**config.mk**
```make
export PLATFORM = sky130hd
export DESIGN_NAME = mvm_result_drain
export DESIGN_NICKNAME = d
export VERILOG_FILES = /design/src/rtl/mvm_result_drain.sv
export SDC_FILE = /design/constraint.sdc
export NUM_CORES = 1
export LEC_CHECK = 0
export BUFFER_PORTS_ARGS = -buffer_cell sky130_fd_sc_hd__buf_2
export CAP_MARGIN = 20
export CORE_MARGIN = 3
export CORE_UTILIZATION = 50
export CTS_CLUSTER_DIAMETER = 80
export CTS_CLUSTER_SIZE = 25
export DETAILED_ROUTE_END_ITERATION = 16
export HOLD_SLACK_MARGIN = 0.02
export PLACE_DENSITY = 0.69
export REMOVE_ABC_BUFFERS = 1
export SLEW_MARGIN = 10
export SYNTH_ARGS = -nofsm -noshare
export SYNTH_HDL_FRONTEND = slang
export SYNTH_SLANG_ARGS = --single-unit
```
**constraint.sdc**
```tcl
create_clock -name clk -period 4 [get_ports clk]
set_input_delay 0.2 -clock clk [delete_from_list [all_inputs] [get_ports clk]]
set_output_delay 0.2 -clock clk [all_outputs]
set_load 0.01 [all_outputs]
```
**src/rtl/mvm_result_drain.sv**
```systemverilog
// -----------------------------------------------------------------------------
// mvm_result_drain
//
// Purpose:
//   This is the downstream stage of the matrix-vector multiplier. After the MVM
//   pulses mvm_done, it streams K result words on consecutive cycles. This block
//   captures those words and tags the last word of each vector. The words go into
//   a first-word-fall-through FIFO. Results leave through a valid/ready stream.
//   can_start tells upstream that a full vector can be absorbed, so it may start.
//
// Optional feature (compile-time macro):
//   MVM_DRAIN_RELU_EN - when defined, a word with its sign bit set is stored
//                       as 0. The last tag is not affected. When undefined,
//                       words are stored bit-exact.
//
// Ports:
//   clk        in   1                 clock, rising edge
//   reset      in   1                 synchronous, active-high reset
//   mvm_done   in   1                 1-cycle pulse; first result word valid this cycle
//   mvm_data   in   2*B               signed result word, words 0..K-1 on consecutive cycles
//   can_start  out  1                 IDLE and at least K free FIFO entries
//   busy       out  1                 capturing a vector
//   out_data   out  2*B               head-of-FIFO result word (0 when empty)
//   out_valid  out  1                 head entry valid
//   out_ready  in   1                 consumer accepts head entry
//   out_last   out  1                 head entry is word K-1 of its vector
//   level      out  $clog2(DEPTH+1)   FIFO occupancy
//   overflow   out  1                 sticky: a word was dropped on a full FIFO
//   proto_err  out  1                 sticky: mvm_done seen while capturing
// -----------------------------------------------------------------------------
module mvm_result_drain #(
    parameter int K     = 12,
    parameter int B     = 16,
    parameter int DEPTH = 16
) (
    input  logic                       clk,
    input  logic                       reset,
    input  logic                       mvm_done,
    input  logic signed [2*B-1:0]      mvm_data,
    output logic                       can_start,
    output logic                       busy,
    output logic signed [2*B-1:0]      out_data,
    output logic                       out_valid,
    input  logic                       out_ready,
    output logic                       out_last,
    output logic [$clog2(DEPTH+1)-1:0] level,
    output logic                       overflow,
    output logic                       proto_err
);

    localparam int DW = 2 * B;
    localparam int CW = (K > 1) ? $clog2(K) : 1;
    localparam int AW = (DEPTH > 1) ? $clog2(DEPTH) : 1;
    localparam int LW = $clog2(DEPTH + 1);

    generate
        if (DEPTH < K) begin : g_depth_chk
            $error("mvm_result_drain: DEPTH (%0d) must be >= K (%0d)", DEPTH, K);
        end
    endgenerate

    typedef enum logic {
        S_IDLE    = 1'b0,
        S_CAPTURE = 1'b1
    } state_t;

    state_t              r_state;
    state_t              w_state_n;
    logic [CW-1:0]       r_cnt;
    logic [CW-1:0]       w_cnt_n;
    logic [DW:0]         r_mem [DEPTH];
    logic [AW-1:0]       r_wr_ptr;
    logic [AW-1:0]       r_rd_ptr;
    logic [LW-1:0]       r_count;
    logic [LW-1:0]       w_count_n;
    logic                r_can_start;
    logic                w_can_start_n;
    logic                r_overflow;
    logic                r_proto_err;

    logic                w_push;
    logic                w_last;
    logic                w_proto;
    logic                w_empty;
    logic                w_full;
    logic                w_pop;
    logic                w_wr;
    logic                w_drop;
    logic [DW-1:0]       w_wdata;
    logic [DW:0]         w_head;

    // Pointers wrap explicitly, so any DEPTH works and not just powers of two.
    function automatic logic [AW-1:0] ptr_inc(input logic [AW-1:0] p);
        return (p == AW'(DEPTH - 1)) ? '0 : p + AW'(1);
    endfunction

    // Capture FSM: word 0 is pushed in the same cycle as mvm_done.
    always_comb begin
        w_state_n = r_state;
        w_cnt_n   = r_cnt;
        w_push    = 1'b0;
        w_last    = 1'b0;
        w_proto   = 1'b0;
        case (r_state)
            S_IDLE: begin
                if (mvm_done) begin
                    w_push = 1'b1;
                    if (K == 1) begin
                        w_last = 1'b1;
                    end else begin
                        w_state_n = S_CAPTURE;
                        w_cnt_n   = CW'(1);
                    end
                end
            end
            S_CAPTURE: begin
                w_push  = 1'b1;
                // A second done while capturing is only flagged. The vector in flight keeps its framing.
                w_proto = mvm_done;
                if (r_cnt == CW'(K - 1)) begin
                    w_last    = 1'b1;
                    w_state_n = S_IDLE;
                    w_cnt_n   = '0;
                end else begin
                    w_cnt_n = r_cnt + CW'(1);
                end
            end
            default: w_state_n = S_IDLE;
        endcase
    end

    always_comb begin
`ifdef MVM_DRAIN_RELU_EN
        w_wdata = mvm_data[DW-1] ? '0 : mvm_data;
`else
        w_wdata = mvm_data;
`endif
    end

    // A push on a full FIFO still succeeds when a pop frees the head in the same cycle.
    always_comb begin
        w_empty = (r_count == '0);
        w_full  = (r_count == LW'(DEPTH));
        w_pop   = !w_empty && out_ready;
        w_wr    = w_push && (!w_full || w_pop);
        w_drop  = w_push && w_full && !w_pop;
        case ({w_wr, w_pop})
            2'b10:   w_count_n = r_count + LW'(1);
            2'b01:   w_count_n = r_count - LW'(1);
            default: w_count_n = r_count;
        endcase
        // can_start looks ahead one cycle, so the registered output matches the state that follows.
        w_can_start_n = (w_state_n == S_IDLE) && ((DEPTH - int'(w_count_n)) >= K);
    end

    always_ff @(posedge clk) begin
        if (reset) begin
            r_state     <= S_IDLE;
            r_cnt       <= '0;
            r_wr_ptr    <= '0;
            r_rd_ptr    <= '0;
            r_count     <= '0;
            r_can_start <= 1'b1;
            r_overflow  <= 1'b0;
            r_proto_err <= 1'b0;
        end else begin
            r_state     <= w_state_n;
            r_cnt       <= w_cnt_n;
            r_count     <= w_count_n;
            r_can_start <= w_can_start_n;
            if (w_wr) begin
                r_wr_ptr <= ptr_inc(r_wr_ptr);
            end
            if (w_pop) begin
                r_rd_ptr <= ptr_inc(r_rd_ptr);
            end
            if (w_drop) begin
                r_overflow <= 1'b1;
            end
            if (w_proto) begin
                r_proto_err <= 1'b1;
            end
        end
    end

    // Storage is not reset; r_count alone decides which entries are valid.
    always_ff @(posedge clk) begin
        if (w_wr) begin
            r_mem[r_wr_ptr] <= {w_last, w_wdata};
        end
    end

    assign w_head    = r_mem[r_rd_ptr];
    assign out_valid = !w_empty;
    assign out_data  = w_empty ? '0 : w_head[DW-1:0];
    assign out_last  = !w_empty && w_head[DW];
    assign busy      = (r_state == S_CAPTURE);
    assign level     = r_count;
    assign can_start = r_can_start;
    assign overflow  = r_overflow;
    assign proto_err = r_proto_err;

endmodule
```
==> impl_metrics.py <==
metrics = {
    "outcome": {
        "status": "completed",
    },
    "routing": {
        "met3_wirelength_mm": 2.27,
        "post_detailed_routing_wire_length_mm": 42.1,
        "topRoutingLayerUsed": "met5",
        "pre_antenna_drt_iters": 5,
        "violation_count_after_the_first_detailed_route_iteration": 952,
        "routedWlPerCell_um": 26.2,
        "wl_met2_mm": 20.7,
        "antenna_violating_nets_post_route": 0,
        "drc": 0,
        "routed-via-count": 9683,
        "wl_met1_mm": 18.6,
        "detail_routed_via_count_per_cell": 6.04,
    },
    "setup_path": {
        "timing.critical_path.to": "out_data[26]",
        "crit_required_ns": 3.80,
        "worstSetupEndpointType": "output pin",
        "worst_reg_to_reg_setup_slack_ns": 1.15,
        "timing.rr.end": "r_mem[15][2]$_DFFE_PP_",
        "critPathLaunchType": "register",
        "origin_of_the_critical_flop_to_flop_path": "level[0]$_SDFF_PP0_",
        "crit_arrival_ns": 3.15,
        "worstPathMaxFanout": 27,
        "r2r_cells": 5,
        "worst-setup-path-type": "register to output pin",
    },
    "final_layout": {
        "mostFrequentLayoutCell": "sky130_fd_sc_hd__edfxtp_1",
        "drive_gt1_frac": 0.318,
        "fin_nets": 1095,
        "seq_area_mm2": 0.0164,
        "n_fill_cell": 3052,
        "multi_input_area_mm2": 0.00484,
        "area_growth_pct": 11.1,
        "fin_area_mm2": 0.0237,
        "layout.cells.most_common_list": "sky130_fd_sc_hd__edfxtp_1 (528), sky130_fd_sc_hd__mux4_2 (165), sky130_fd_sc_hd__buf_2 (78), sky130_fd_sc_hd__dlygate4sd3_1 (36), sky130_fd_sc_hd__and2_1 (33)",
        "final_core_util": 0.565,
    },
    "logic_synthesis": {
        "fraction_of_synthesized_cell_area_in_xor_and_xnor_cells": 0.00205,
        "synth_top_cells_by_area": "sky130_fd_sc_hd__edfxtp_1 (74%), sky130_fd_sc_hd__mux4_2 (17%), sky130_fd_sc_hd__dfxtp_1 (2.3%)",
        "synthesis.yosys.warnings": 0,
        "synthesized_area_divided_by_synthesized_cell_count_um2": 23.0,
        "post_synthesis_instance_total": 930,
        "synth_edf_count": 528,
        "post_synth_cell_types": 48,
        "adder_and_majority_gate_portion_of_the_synthesized_area": 0.00410,
        "number_of_synthesized_register_bits": 553,
        "share_of_yosys_cell_area_claimed_by_the_top_area_cell_type": 0.742,
        "synth_largest_area_cell": "sky130_fd_sc_hd__edfxtp_1",
        "synth_sequential_area_ratio": 0.765,
        "synth-simple-area-share": 0.0282,
        "mappedNetlistArea_mm2": 0.0214,
        "main_combinational_cell_family_by_area_after_synthesis": "multiplexers",
        "post_synth_mux_area_share": 0.176,
        "top_reg_cell_synth": "sky130_fd_sc_hd__edfxtp_1",
        "synth_async_sr_flop_share": 0,
        "synth_compound_gate_area_share": 0.0107,
    },
    "grt": {
        "grt_pass1_vias": 9946,
        "groute.usage.overall": 0.191,
        "grt_start_max_net_pins": 78,
        "grt_remaining_overflow": 0,
        "antenna_found_initial": 2,
        "grt_pass1_wl_mm": 64.0,
    },
    "timing": {
        "final-max-slew-violation-count": 0,
        "timing.clock.skew_ns": 0.0111,
        "hold_violation_total_from_the_final_report": 0,
        "tightestPinTransition_ns": 0.864,
        "finalSetupViolations": 0,
        "final.hold.worst_slack_ns": 0.510,
        "clock.fmax_mhz": 298,
        "timing.max_slew.rel_slack": 0.424,
        "setup_repair_after_global_routing_missed_its_margin": "no",
        "finalCritPeriodShare": 0.838,
        "timing.final.crit_period_ns": 3.35,
    },
    "floorplan": {
        "initial_utilization": 0.508,
        "core_region_area_mm2": 0.0420,
        "io_pins": 79,
        "floorplan.die.height_um": 213,
        "die_span_in_x_um": 213,
        "floorplan.rows": 75,
        "die-area_mm2": 0.0453,
    },
    "power": {
        "power.leakage_nw": 7.27,
        "ir_worst_vdd_mv": 0.310,
        "power_density_mw_per_mm2": 522,
    },
    "hold_path": {
        "hold_path_class": "register to register",
    },
    "placement": {
        "postPlaceCellArea_mm2": 0.0226,
        "placement.io_buffers": 78,
        "dp_hpwl_mm": 23.7,
        "gpl.final_weighted_congestion": 0.778,
    },
    "clock_tree": {
        "library_cell_used_as_clock_root_buffer": "sky130_fd_sc_hd__clkbuf_16",
        "numCtsBuffers": 26,
        "clkTransAtPathRegs_ns": 0.09,
        "cts_repair_resize_count": 0,
        "cts.sinks": 553,
        "ctsLongestPathBuffers": 3,
        "h-tree-depth": 1,
        "worstSkewPairLatency_ns": 0.57,
        "cts_tree": "yes",
    },
    "flow_run": {
        "cap_violations": 0,
    },
}
[worst max-delay path, stage by stage, from the launching register on]
cell,delay [ns]
sky130_fd_sc_hd__dfxtp_4,0.73
sky130_fd_sc_hd__buf_4,0.45
sky130_fd_sc_hd__mux4_2,0.57
sky130_fd_sc_hd__mux4_2,0.50
sky130_fd_sc_hd__and2_1,0.17
sky130_fd_sc_hd__buf_2,0.13
[metal layers]
| layer | up-vias | GRT usage |
|---|---|---|
| met3 | 35 | 0.0238 |
| met1 | 5218 | 0.290 |
| met5 | - | 0 |
| li1 | 4141 | - |
| met2 | 287 | 0.308 |
| met4 | 2 | 0.0365 |
[per-stage QoR]
step	std cells	worst slack, ns	setup TNS [ns]	power, W
5_1_grt	1603	0.440	0	0.0129
6_report	1603	0.647	0	0.0124
3_3_place_gp	1526	1.19	0	0.00955
2_1_floorplan	879	-2.96	-97.60	0.00884
3_5_place_dp	1527	1.14	0	0.00958
4_1_cts	1602	0.538	0	0.0126
[kinds of logic after synthesis]
family / Yosys count
compound gates: 31
xor+xnor: 5
fa+ha+maj: 7
buf+inv: 55
flops: 553
mux: 169
simple gates: 110
[synthesized netlist by cell type (all sizes together), types with 4 or more instances]
cell and number:
inv 4, buf 24, clkbuf 27, dfxtp 25, nor3 9, mux4 165, nor2 30, xor2 5
ha 7, and2 33, a21oi 13, nand2 12, edfxtp 528, nand3 6
[state kept, by name, summed over array words and instances, names as in the netlist, named ones only]
name and flops:
r_mem 528, level 5, r_cnt 4, r_rd_ptr 4
r_wr_ptr 4, busy 1, can_start 1, overflow 1
proto_err 1
[worst min-delay path by stage]
stage | cells after the start | endpoint | start | slack, ns
after detailed placement | 2 | proto_err$_SDFFE_PP0P_ | proto_err$_SDFFE_PP0P_ | 0.46
after global placement | 2 | proto_err$_SDFFE_PP0P_ | proto_err$_SDFFE_PP0P_ | 0.45
after CTS | 1 | r_cnt[0]$_SDFFE_PP0P_ | r_cnt[0]$_SDFFE_PP0P_ | 0.51
after global routing | 1 | r_cnt[0]$_SDFFE_PP0P_ | r_cnt[0]$_SDFFE_PP0P_ | 0.52
after floorplan | 1 | r_wr_ptr[3]$_SDFFE_PP0P_ | reset | 0.27
final | 1 | r_cnt[0]$_SDFFE_PP0P_ | r_cnt[0]$_SDFFE_PP0P_ | 0.51
[report_power, final]
| group | switching, W | leakage (nW) | internal, W |
|---|---|---|---|
| registers | 0.000158 | 4.97 | 0.00647 |
| logic | 0.00133 | 1.92 | 0.00143 |
| clock network | 0.00165 | 0.377 | 0.00135 |
[final cells by class]
class,count,share of cell area
Tap cell,539,0.0284
Clock inverter,3,0.00200
Antenna cell,1,0.000105
Clock buffer,36,0.0308
Multi-Input combinational cell,322,0.204
Sequential cell,553,0.690
Inverter,4,0.000633
Timing Repair Buffer,145,0.0446
[timing repair]
action | 4_1_cts | 5_1_grt
hold endpoints to repair | 519 | 0
hold buffers | 36 | 0
buffers inserted | 0 | 0
(Power assumes the default switching activity.)
